$ cat config.mk
export PLATFORM = sky130hd
export DESIGN_NAME = hazard_unit
export DESIGN_NICKNAME = d
export VERILOG_FILES = /design/src/rtl/hazard_unit.sv
export SDC_FILE = /design/constraint.sdc
export NUM_CORES = 1
export LEC_CHECK = 0
export CORE_UTILIZATION = 40
export DETAILED_ROUTE_END_ITERATION = 12
export PLACE_DENSITY = 0.68
export RECOVER_POWER = 100
export SLEW_MARGIN = 15
export SYNTH_ARGS = -nofsm -noshare
export SYNTH_HDL_FRONTEND = slang
export SYNTH_SLANG_ARGS = --single-unit
$ cat constraint.sdc
create_clock -name clk -period 2.3 [get_ports clk]
set_input_delay 0.46 -clock clk [delete_from_list [all_inputs] [get_ports clk]]
set_output_delay 0.46 -clock clk [all_outputs]
set_load 0.01 [all_outputs]
$ cat src/rtl/hazard_unit.sv
// hazard_unit: D-stage interlock and forwarding select over NSTAGE tracked stages, plus MDU busy interlock.
// Build option HAZARD_FWD_EN enables forwarding; without it any in-flight matching producer stalls D.
module hazard_unit #(
   parameter int NSTAGE   = 3,
   parameter int REG_W    = 5,
   parameter int T_W      = 4,
   parameter int MULT_LAT = 5,
   parameter int DIV_LAT  = 10
) (
   input  logic             clk,
   input  logic             rst_n,
   input  logic [REG_W-1:0] rs_d,
   input  logic [REG_W-1:0] rt_d,
   input  logic [T_W-1:0]   t_rs_d,
   input  logic [T_W-1:0]   t_rt_d,
   input  logic [REG_W-1:0] dst_d,
   input  logic [T_W-1:0]   t_d,
   input  logic             start_d,
   input  logic             is_div_d,
   input  logic             mdu_acc_d,
   input  logic             flush,
   output logic             stall,
   output logic [T_W-1:0]   fwd_rs,
   output logic [T_W-1:0]   fwd_rt,
   output logic             mdu_busy
);

   localparam logic [T_W-1:0] T_NONE  = '1;
   localparam int             MAX_LAT = (DIV_LAT > MULT_LAT) ? DIV_LAT : MULT_LAT;
   localparam int             CNT_W   = $clog2(MAX_LAT + 1);

   logic [REG_W-1:0] dst_q [1:NSTAGE];
   logic [T_W-1:0]   t_q   [1:NSTAGE];
   logic [CNT_W-1:0] mdu_cnt;
   logic [NSTAGE:1]  live;
   logic [REG_W-1:0] src_addr [2];
   logic [T_W-1:0]   src_use  [2];
   logic [T_W-1:0]   fwd      [2];
   logic             haz_stall;
   logic             found;

   assign src_addr[0] = rs_d;
   assign src_addr[1] = rt_d;
   assign src_use[0]  = t_rs_d;
   assign src_use[1]  = t_rt_d;

   always_comb begin
      live = '0;
      for (int s = 1; s <= NSTAGE; s++) begin
         live[s] = (dst_q[s] != '0) && (t_q[s] != T_NONE);
      end
   end

`ifdef HAZARD_FWD_EN
   logic [T_W-1:0] rem [1:NSTAGE];

   always_comb begin
      for (int s = 1; s <= NSTAGE; s++) begin
         rem[s] = (t_q[s] > T_W'(s)) ? (t_q[s] - T_W'(s)) : '0;
      end
   end
`endif

   // Only the nearest matching producer counts; an older copy of the register is stale.
   always_comb begin
      haz_stall = 1'b0;
      found     = 1'b0;
      fwd[0]    = '0;
      fwd[1]    = '0;
      for (int i = 0; i < 2; i++) begin
         found = 1'b0;
         if ((src_use[i] != T_NONE) && (src_addr[i] != '0)) begin
            for (int s = 1; s <= NSTAGE; s++) begin
               if (!found && live[s] && (dst_q[s] == src_addr[i])) begin
                  found = 1'b1;
`ifdef HAZARD_FWD_EN
                  if (rem[s] > src_use[i]) begin
                     haz_stall = 1'b1;
                  end else if (rem[s] == '0) begin
                     fwd[i] = T_W'(s);
                  end
`else
                  haz_stall = 1'b1;
`endif
               end
            end
         end
      end
   end

   assign mdu_busy = (mdu_cnt != '0);
   assign stall    = haz_stall || ((start_d || mdu_acc_d) && mdu_busy);
   assign fwd_rs   = fwd[0];
   assign fwd_rt   = fwd[1];

   always_ff @(posedge clk or negedge rst_n) begin
      if (!rst_n) begin
         for (int s = 1; s <= NSTAGE; s++) begin
            dst_q[s] <= '0;
            t_q[s]   <= T_NONE;
         end
         mdu_cnt <= '0;
      end else begin
         if (flush || stall) begin
            dst_q[1] <= '0;
            t_q[1]   <= T_NONE;
         end else begin
            dst_q[1] <= dst_d;
            t_q[1]   <= t_d;
         end
         for (int s = 2; s <= NSTAGE; s++) begin
            if (flush) begin
               dst_q[s] <= '0;
               t_q[s]   <= T_NONE;
            end else begin
               dst_q[s] <= dst_q[s-1];
               t_q[s]   <= t_q[s-1];
            end
         end
         // Flush squashes the pipeline but an issued MDU operation keeps running.
         if (start_d && !stall) begin
            mdu_cnt <= is_div_d ? CNT_W'(DIV_LAT) : CNT_W'(MULT_LAT);
         end else if (mdu_cnt != '0) begin
            mdu_cnt <= mdu_cnt - CNT_W'(1);
         end
      end
   end

endmodule
; ---- Word-level counts from Yosys, hierarchy flattened
; Cells that the tools add are included.
[op_classes]
addsub = 1
n_eq_ne = 11
reduce_logical = 32
n_mux = 24
[op_table]
columns = op, n
row1 = 5-bit equality test, 6
row2 = 5-bit nonzero test, 5
row3 = 4-bit 2-to-1 mux, 6
row4 = "4-bit != test, second input constant", 5
row5 = 1-bit logical AND, 17
row6 = 1-bit 2-to-1 mux, 15
row7 = 5-bit 2-to-1 mux, 3
row8 = 1-bit zero test, 5
row9 = 4-bit nonzero test, 1
row10 = "4-bit by 1-bit subtractor with 4-bit output, second input constant", 1
row11 = 1-bit logical OR, 3
row12 = 2-bit nonzero test, 1
[totals]
out_inout_bits = 10
wordCells = 75
reg_bits = 31
input_bits = 33

; ---- Depth between registers and ports, before layout
[depth]
depth_word = 23
ltp_mapped = 9
mapped_depth_nobuf = 8

; ---- Least setup slack after synthesis
; OpenSTA, ideal clock, no wires.
[synth_path]
kind = register to register
start = register mdu_cnt[0]
end = register mdu_cnt[1]
arrival_time_ps = 2120
synth_period_minus_slack_ps = 2248
setup_time_ps = 128
required_ps = 2172
slack_ps = 52
stages_incl_launch_ff = 10
path_buffers = 1
cell_sequence = dfrtp_1 -> inv_1 -> ha_1 -> or3b_1 -> clkbuf_1 -> o21ai_0 -> o41ai_1 -> o31ai_2 -> nand3_2 -> mux2_1
[synth_between]
elab_chain_len = 6
word_cells_on_any_way = 9
classes_between = add/sub (1) / mux (2) / reduce/logical (6)
[synth_rtl]
columns = element, line
row1 = from (decl), 34  ; logic [CNT_W-1:0] mdu_cnt;
row2 = from (signal assigned), 122  ; mdu_cnt <= is_div_d ? CNT_W'(DIV_LAT) : CNT_W'(MULT_LAT);
row3 = from (signal assigned), 124  ; mdu_cnt <= mdu_cnt - CNT_W'(1);
row4 = 4-bit nonzero test (*), 91  ; assign mdu_busy = (mdu_cnt != '0);
row5 = via mdu_busy, 25  ; output logic mdu_busy
row6 = 1-bit logical AND, 92  ; assign stall = haz_stall || ((start_d || mdu_acc_d) && mdu_busy);
row7 = 1-bit logical OR, 92
row8 = 1-bit zero test, 121  ; if (start_d && !stall) begin
row9 = 1-bit logical AND, 121
row10 = 4-bit 2-to-1 mux / 2-bit nonzero test (equally long branches), --
; Mark *: on every way through the listed nets, which the timed path passes. The rest lies on a longest branch. The select of a mux whose other input is x is not followed.
; A chain may end at the register's enable or synchronous reset.

; ---- Worst setup path after layout
[layout_path]
start = register dst_q[11] (netlist name)
end = output port stall
[layout_between]
elab_chain_len = 20
word_cells_on_any_way = 34
classes_between = eq/ne (2) / mux (15) / reduce/logical (17)
[layout_rtl]
columns = element, line
row1 = from (decl), 32  ; logic [REG_W-1:0] dst_q [1:NSTAGE];
row2 = "from (signal, indexed assignment)", 116  ; dst_q[s] <= dst_q[s-1];
row3 = 5-bit nonzero test, 50  ; live[s] = (dst_q[s] != '0) && (t_q[s] != T_NONE);
row4 = 1-bit logical AND, 50
row5 = 1-bit logical AND, 74  ; if (!found && live[s] && (dst_q[s] == src_addr[i])) begin
row6 = 1-bit 2-to-1 mux, 74
row7 = 1-bit 2-to-1 mux, 72  ; if ((src_use[i] != T_NONE) && (src_addr[i] != '0)) begin
row8 = 1-bit zero test, 74
row9 = 1-bit logical AND (2 in a row), 74
row10 = 1-bit 2-to-1 mux, 74
row11 = 1-bit 2-to-1 mux, 72
row12 = 1-bit zero test, 74
row13 = 1-bit logical AND (2 in a row), 74
row14 = 1-bit 2-to-1 mux, 74
row15 = 1-bit 2-to-1 mux, 72
row16 = 1-bit 2-to-1 mux (3 in a row), 74
row17 = 1-bit 2-to-1 mux (*), 72
row18 = 1-bit logical OR (*), 92
row19 = to (decl), 22  ; output logic stall,
; Every way passes the cells marked *; elsewhere a longest branch is shown, timed or not. The select of a mux whose other input is x is not followed.

==> impl_metrics.tcl <==
set metrics [dict create \
    rows 23 \
    arr_time_crit_path_ns 2.00 \
    route.vias.total 1357 \
    share_seq_of_total_power 0.375 \
    io_pins 43 \
    routed_wl_um 3903 \
    drcViolationCount 0 \
    timing.clock.skew_ns 0.003800 \
    final_nets 268 \
    path_cells "or4_4, o21ai_4, nor4_2, o31ai_2, nand2_1, buf_2" \
    critical_path.endpoint "stall" \
    p_int_mw 1.247 \
    power_switching_uw 503.4 \
    die_area_um2 4416 \
    antenna_found_initial 0 \
    cts_inserted_buffers 5 \
    final_core_util 0.6331 \
    crit_path_top_delay_cell "sky130_fd_sc_hd__or4_4" \
    tightestPinTransition_ns 0.7253 \
    total_leakage_power_nw 1.138 \
    met3_track_utilization_from_global_routing 0.05479 \
    max-cap-violations 0 \
    max_freq_ghz 0.4072 \
    detail_route.first_pass.iterations 4 \
    clock-sinks 31 \
    vdd_ir_drop_max_mv 0.4035 \
    crit_path_max_incr_delay_ns 0.55 \
    crit-reg2reg-launch "dst_q[11]$_DFF_PN0_" \
    synth.cell_area_um2 1662 \
    regToRegSetupSlack_ns 0.02 \
    fin_ws_ns -0.1560 \
    clkLatencyLatePin_ns 0.27 \
    levels_on_crit_path 6 \
    maxSlewHeadroom 0.5165 \
    critical_path.reg2reg.endpoint "mdu_cnt[1]$_DFFE_PN0P_" \
    synth.avg_cell_area_um2 10.65 \
    detail_route.vias_per_cell 4.778 \
    synth.yosys.warnings 0 \
    finalCriticalPeriod_ns 2.456 \
    grt_setup_unrepaired "yes" \
    port_buffers 34 \
    drtAntennaViolNets 0 \
    crit_path_start "dst_q[11]$_DFF_PN0_" \
    gpl.final_weighted_congestion 0.9290 \
    cp.buffers_inverters 1 \
    globalRouteMet2Util 0.3393 \
    post_syn_instances 156 \
    initial_core_util 0.4154 \
    clk_transition_reported_paths_ns 0.06 \
    die_width_um 66.45 \
    worst_setup_path_start_kind "flip-flop" \
    layout-drive-gt1-share 0.3718 \
    r2r_worst_path_depth 8 \
    dp_hpwl_um 2967 \
    synth_seq_area_share 0.4759 \
    placeableCoreArea_um2 4000 \
    pwr_density_cell_nw_per_um2 691.0 \
    grt.total_usage 0.1945 \
    wl_per_cell_um 13.74 \
    area_delta_synth_final_pct 52.41 \
    num-fill-cells 321 \
    worst_hold_path_type "reg -> reg" \
    fin_crit_sh 1.068 \
    global_route.overflow_total 0 \
    number_of_flip_flops_and_latches_in_the_synthesized_netlist 31 \
    hold_violations 0 \
    setup-violations-final 1 \
    die_h_um 66.45 \
    cp_data_required_time_ns 1.84 \
    hold_slack_ns 0.6412 \
    critPathKind "reg -> out" \
    synth.lib_cells_used.distinct 32 \
    netSwitchingFraction 0.2877 \
    crit_path_end_kind "primary output" \
    antenna_cells 0 \
    power_frac_comb 0.383 \
    crit_fanout 2 \
    htreeDepth 2 \
    drt_iter0_markers 34 \
    clock_path_buffers 2 \
    area.sequential_um2 790.8 \
    first_pass_grt_wire_length_um 6127 \
    final-max-slew-violation-count 0 \
    clk_root_buffer_cell "sky130_fd_sc_hd__clkbuf_8" \
    grt_max_degree 32 \
    globalRoute.busiestLayer "met2" \
    failing_checks "setup timing" \
    place_area_um2 2271 \
    top_delay_family_on_crit_path "simple AND/OR/NAND/NOR gates" \
    run_status "finished with violations" \
    tritoncts "built" \
    final_cell_area_um2 2532 \
    footprint_of_the_multi_input_gates_um2 929.6 \
    grt_pass1_vias 1413 \
    fraction_of_power_consumed_by_the_clock_network 0.242 \
    grt_use_met1 0.2110 \
]
-- stage by stage --
step                instances  setup slack [ns]  power [mW]  setup TNS [ns]
floorplan                 163           0.05230      0.9315               0
global placement          270           -0.5312       1.192          -2.435
detailed placement        270           -0.6173       1.217          -2.757
CTS                       281           -0.1347       1.724         -0.3365
global route              284           -0.2578       1.861         -0.3699
finish                    284           -0.1560       1.750         -0.1560
-- Yosys cell counts --
cell type,n,area (µm²)
sky130_fd_sc_hd__o21ai_0,4,20.02
sky130_fd_sc_hd__nor3_1,1,5.000
sky130_fd_sc_hd__mux2_1,2,22.52
sky130_fd_sc_hd__mux2i_1,1,10.01
sky130_fd_sc_hd__xnor2_1,19,166.4
sky130_fd_sc_hd__conb_1,1,3.750
sky130_fd_sc_hd__nand3b_2,1,11.26
sky130_fd_sc_hd__nor2_1,6,22.52
sky130_fd_sc_hd__nand4_1,5,31.28
sky130_fd_sc_hd__nand2_1,3,11.26
sky130_fd_sc_hd__or2_1,4,25.02
sky130_fd_sc_hd__nand3_1,6,30.03
sky130_fd_sc_hd__o31ai_2,2,25.02
sky130_fd_sc_hd__a21o_1,1,7.510
sky130_fd_sc_hd__a21oi_1,1,5.000
sky130_fd_sc_hd__or3_1,1,6.260
sky130_fd_sc_hd__o21ai_1,1,5.000
sky130_fd_sc_hd__nor2b_1,10,62.56
sky130_fd_sc_hd__dfstp_2,12,315.3
sky130_fd_sc_hd__buf_4,8,60.06
sky130_fd_sc_hd__or2_2,8,50.05
sky130_fd_sc_hd__ha_1,2,25.02
sky130_fd_sc_hd__nand3_2,1,10.01
sky130_fd_sc_hd__nor4_1,5,31.28
sky130_fd_sc_hd__xor2_1,13,113.9
sky130_fd_sc_hd__or4_1,5,37.54
sky130_fd_sc_hd__clkbuf_1,2,7.510
sky130_fd_sc_hd__o41ai_1,1,8.760
sky130_fd_sc_hd__inv_1,8,30.03
sky130_fd_sc_hd__or3b_1,1,8.760
sky130_fd_sc_hd__o21ai_2,2,17.52
sky130_fd_sc_hd__dfrtp_1,19,475.5
-- worst reg2reg max path: cells and delay by family (launching register included) --
family	cells	cell delay (ns)
AOI/OAI and AO/OA	2	0.47
muxes	1	0.31
and+or+nand+nor	3	0.74
buffers and inverters	2	0.27
DFF	1	0.39
-- what timing repair did --
action | CTS | global route
pin swaps | 5 | 11
hold buffers | 0 | 0
setup buffers | 3 | 5
resized for setup | 31 | 11
setup endpoints to repair | 2 | 14
-- area by class of cell --
class                           instances  area share
Multi-Input combinational cell        114      0.3671
Sequential cell                        31      0.3123
Timing Repair Buffer                   73      0.2480
Clock buffer                            7     0.03409
Tap cell                               50     0.02470
Inverter                                8     0.01186
Clock inverter                          1    0.001976
-- registers in the layout, indices dropped and copies added, names as in the netlist --
name     count
dst_q       15
t_q         12
mdu_cnt      4
-- routing by layer --
metal	up-vias	part of all wire
li1	660	-
met4	0	0.020
met3	8	0.041
met2	39	0.53
met5	-	0
met1	650	0.41
-- power groups by stage --
stage | logic, mW | registers, mW | clock network [mW]
6_report | 0.670 | 0.656 | 0.423
5_1_grt | 0.732 | 0.662 | 0.467
4_1_cts | 0.636 | 0.655 | 0.433
3_5_place_dp | 0.555 | 0.662 | 0
3_3_place_gp | 0.535 | 0.657 | 0
2_1_floorplan | 0.265 | 0.666 | 0
-- cells in the final DEF, fill, tap and decap left out, drive strengths merged, types with 2 or more instances in the layout --
cell type	netlist	final
clkbuf	2	9
xor2	13	13
conb	1	8
ha	2	2
dfstp	12	12
xnor2	19	19
or2	12	12
nand2	3	3
nand3	7	7
inv	8	8
buf	8	38
dlygate4sd3	0	2
clkdlybuf4s50	0	24
o21ai	7	7
or4	5	5
nor2b	10	10
o31ai	2	2
nor4	5	5
nor2	6	6
dlygate4sd2	0	6
mux2	2	2
dfrtp	19	19
nand4	5	5
-- cells by family after synthesis --
logic type | Yosys count | share of synthesized area
compound gates | 12 | 0.05346
flops | 31 | 0.4759
xor+xnor | 32 | 0.1687
fa+ha+maj | 2 | 0.01506
other cells | 1 | 0.002257
buf+inv | 18 | 0.05874
simple gates | 57 | 0.2063
mux | 3 | 0.01958
-- how the worst min path moves through the flow --
stage / start / to / slack [ns] / cells after the start
after floorplan: rst_n / dst_q[0]$_DFF_PN0_ / 0.16 / 0
after global placement: dst_q[9]$_DFF_PN0_ / dst_q[4]$_DFF_PN0_ / 0.61 / 2
after detailed placement: dst_q[11]$_DFF_PN0_ / dst_q[6]$_DFF_PN0_ / 0.61 / 2
after CTS: rst_n / mdu_cnt[3]$_DFFE_PN0P_ / 0.58 / 2
after global routing: t_q[4]$_DFF_PN1_ / t_q[0]$_DFF_PN1_ / 0.65 / 1
final: t_q[4]$_DFF_PN1_ / t_q[0]$_DFF_PN1_ / 0.64 / 1
(Power assumes the default switching activity.)
==> RTL change: new RTL, same flow settings <==
The option `HAZARD_FWD_EN` is turned on by a define.
--- a/src/rtl/hazard_unit.sv
+++ b/src/rtl/hazard_unit.sv
@@ -1,5 +1,7 @@
 // hazard_unit: D-stage interlock and forwarding select over NSTAGE tracked stages, plus MDU busy interlock.
 // Build option HAZARD_FWD_EN enables forwarding; without it any in-flight matching producer stalls D.
+`define HAZARD_FWD_EN
+
 module hazard_unit #(
    parameter int NSTAGE   = 3,
    parameter int REG_W    = 5,
Check against the original RTL: not equivalent (a bounded check fails within 4 cycles, from zero or initial values and one cycle with rst_n low).
==> RTL change against the original RTL <==
The run still ends with negative setup slack left; total power rose by 9.6%; clock power increased by 15%; combinational power increased by 13%; first-iteration DRC count rose to 3.6 times the old value; sequential cell count unchanged; setup slack got worse by 0.96 ns; global-route usage grew 2.9 points; synthesized area increased by 54%; final area increased by 51%; critical path depth increased by 7; sequential share of layout area shrank 11 points; wire length is 77% higher; critical path type unchanged.
==> RTL change: results (changes against the original RTL) <==
Outcome
  – Status: finished with violations (unchanged)
  – Failing checks: negative setup slack (unchanged)

Critical path
  – R2R cell count: 16 (was 8)
  – Crit-path slowest cell: dfstp_2 (was or4_4)
  – R2R Setup Slk: -0.97 ns (was 0.02 ns)
  – FF-to-FF End: dst_q[12]$_DFF_PN0_ (was mdu_cnt[1]$_DFFE_PN0P_)
  – CP delay by family, top: adder cells (was simple AND/OR/NAND/NOR gates)

Power and ir drop
  – Clock Power Share: 0.254 (was 0.242)
  – Worst VDD drop: 364 µV (was 403 µV)
  – Clock group: 488 µW (was 423 µW)
  – Lkg Pwr: 1.74 nW (was 1.14 nW)
  – Psw: 626 µW (was 503 µW)

Synthesis
  – Most frequent cells after synthesis: ha_1 (29), dfrtp_1 (19), nand2_1 (17), nor2b_1 (17) (was dfrtp_1 (19), xnor2_1 (19), xor2_1 (13))
  – Syn_area_per_cell: 9.10 µm² (was 10.7 µm²)
  – Xor-xnor portion of the synthesized cell area: 0.106 (was 0.169)
  – Area fraction in compound gates after synthesis: 0.115 (was 0.0535)

Global routing
  – Vias in the first global route: 2415 (was 1413)
  – Gr usage total: 0.223 (was 0.195)
  – M2 GR Usage: 0.385 (was 0.339)

Placed design
  – Placed cell count: 453 (was 270)
  – Pre-CTS setup slack: -1.22 ns (was -0.617 ns)
  – RD Place Congestion: 0.851 (was 0.929)
  – Area after DPL: 3510 µm² (was 2270 µm²)

Route
  – Met1 wire length: 3.01 mm (was 1.58 mm)
  – Met2 WL post-DR: 3.42 mm (was 2.08 mm)
  – Final WL: 6.91 mm (was 3.90 mm)

Layout
  – # fillers: 499 (was 321)

STA
  – Final setup margin: -1.12 ns (was -0.156 ns)
  – Total setup violations reported at the end of the flow: 18 (was 1)
  – Worst Skew: 0.00368 ns (was 0.00380 ns)
[RTL change: cell count changes in the layout (fill, tap and decap cells not counted), sizes merged, moves of 7 or more]
cell,delta
nor2,+7
o21ai,+7
nand2,+14
nor2b,+7
buf,+37
nor3,+7
a21oi,+11
inv,+8
nand2b,+7
ha,+27
[RTL change: layout make-up]
class	instances	area [µm²]	area share
Tap cell	75	93.8	0.0245
Multi-Input combinational cell	232	1880	0.491
Clock inverter	1	7.51	0.00196
Sequential cell	31	791	0.206
Clock buffer	7	96.3	0.0251
Inverter	16	60.1	0.0157
Timing Repair Buffer	110	903	0.236
[RTL change: logic make-up after synthesis]
| kind of cell | count (synthesis) |
|---|---|
| AND/OR/NAND/NOR | 121 |
| AO/OA/AOI/OAI | 45 |
| XOR/XNOR | 31 |
| flip-flops | 31 |
| adder cells (fa/ha/maj) | 30 |
| buffers and inverters | 22 |
| other | 1 |
| multiplexers | 1 |
[RTL change: how the worst min path moves through the flow]
stage	from	to	slack (ns)	depth (start not counted)
2_1_floorplan	rst_n	dst_q[0]$_DFF_PN0_	0.16	0
3_5_place_dp	mdu_cnt[1]$_DFFE_PN0P_	mdu_cnt[1]$_DFFE_PN0P_	0.55	1
6_report	mdu_cnt[1]$_DFFE_PN0P_	mdu_cnt[1]$_DFFE_PN0P_	0.57	1
4_1_cts	rst_n	mdu_cnt[0]$_DFFE_PN0P_	0.57	2
5_1_grt	mdu_cnt[1]$_DFFE_PN0P_	mdu_cnt[1]$_DFFE_PN0P_	0.61	1
3_3_place_gp	mdu_cnt[1]$_DFFE_PN0P_	mdu_cnt[1]$_DFFE_PN0P_	0.55	1
[RTL change: what timing repair did]
action,4_1_cts,5_1_grt
setup buffers,10,1
pin swaps,16,9
gates cloned,1,0
endpoints found under the hold margin,0,0
gates resized for setup,45,8
setup endpoints to repair,18,19
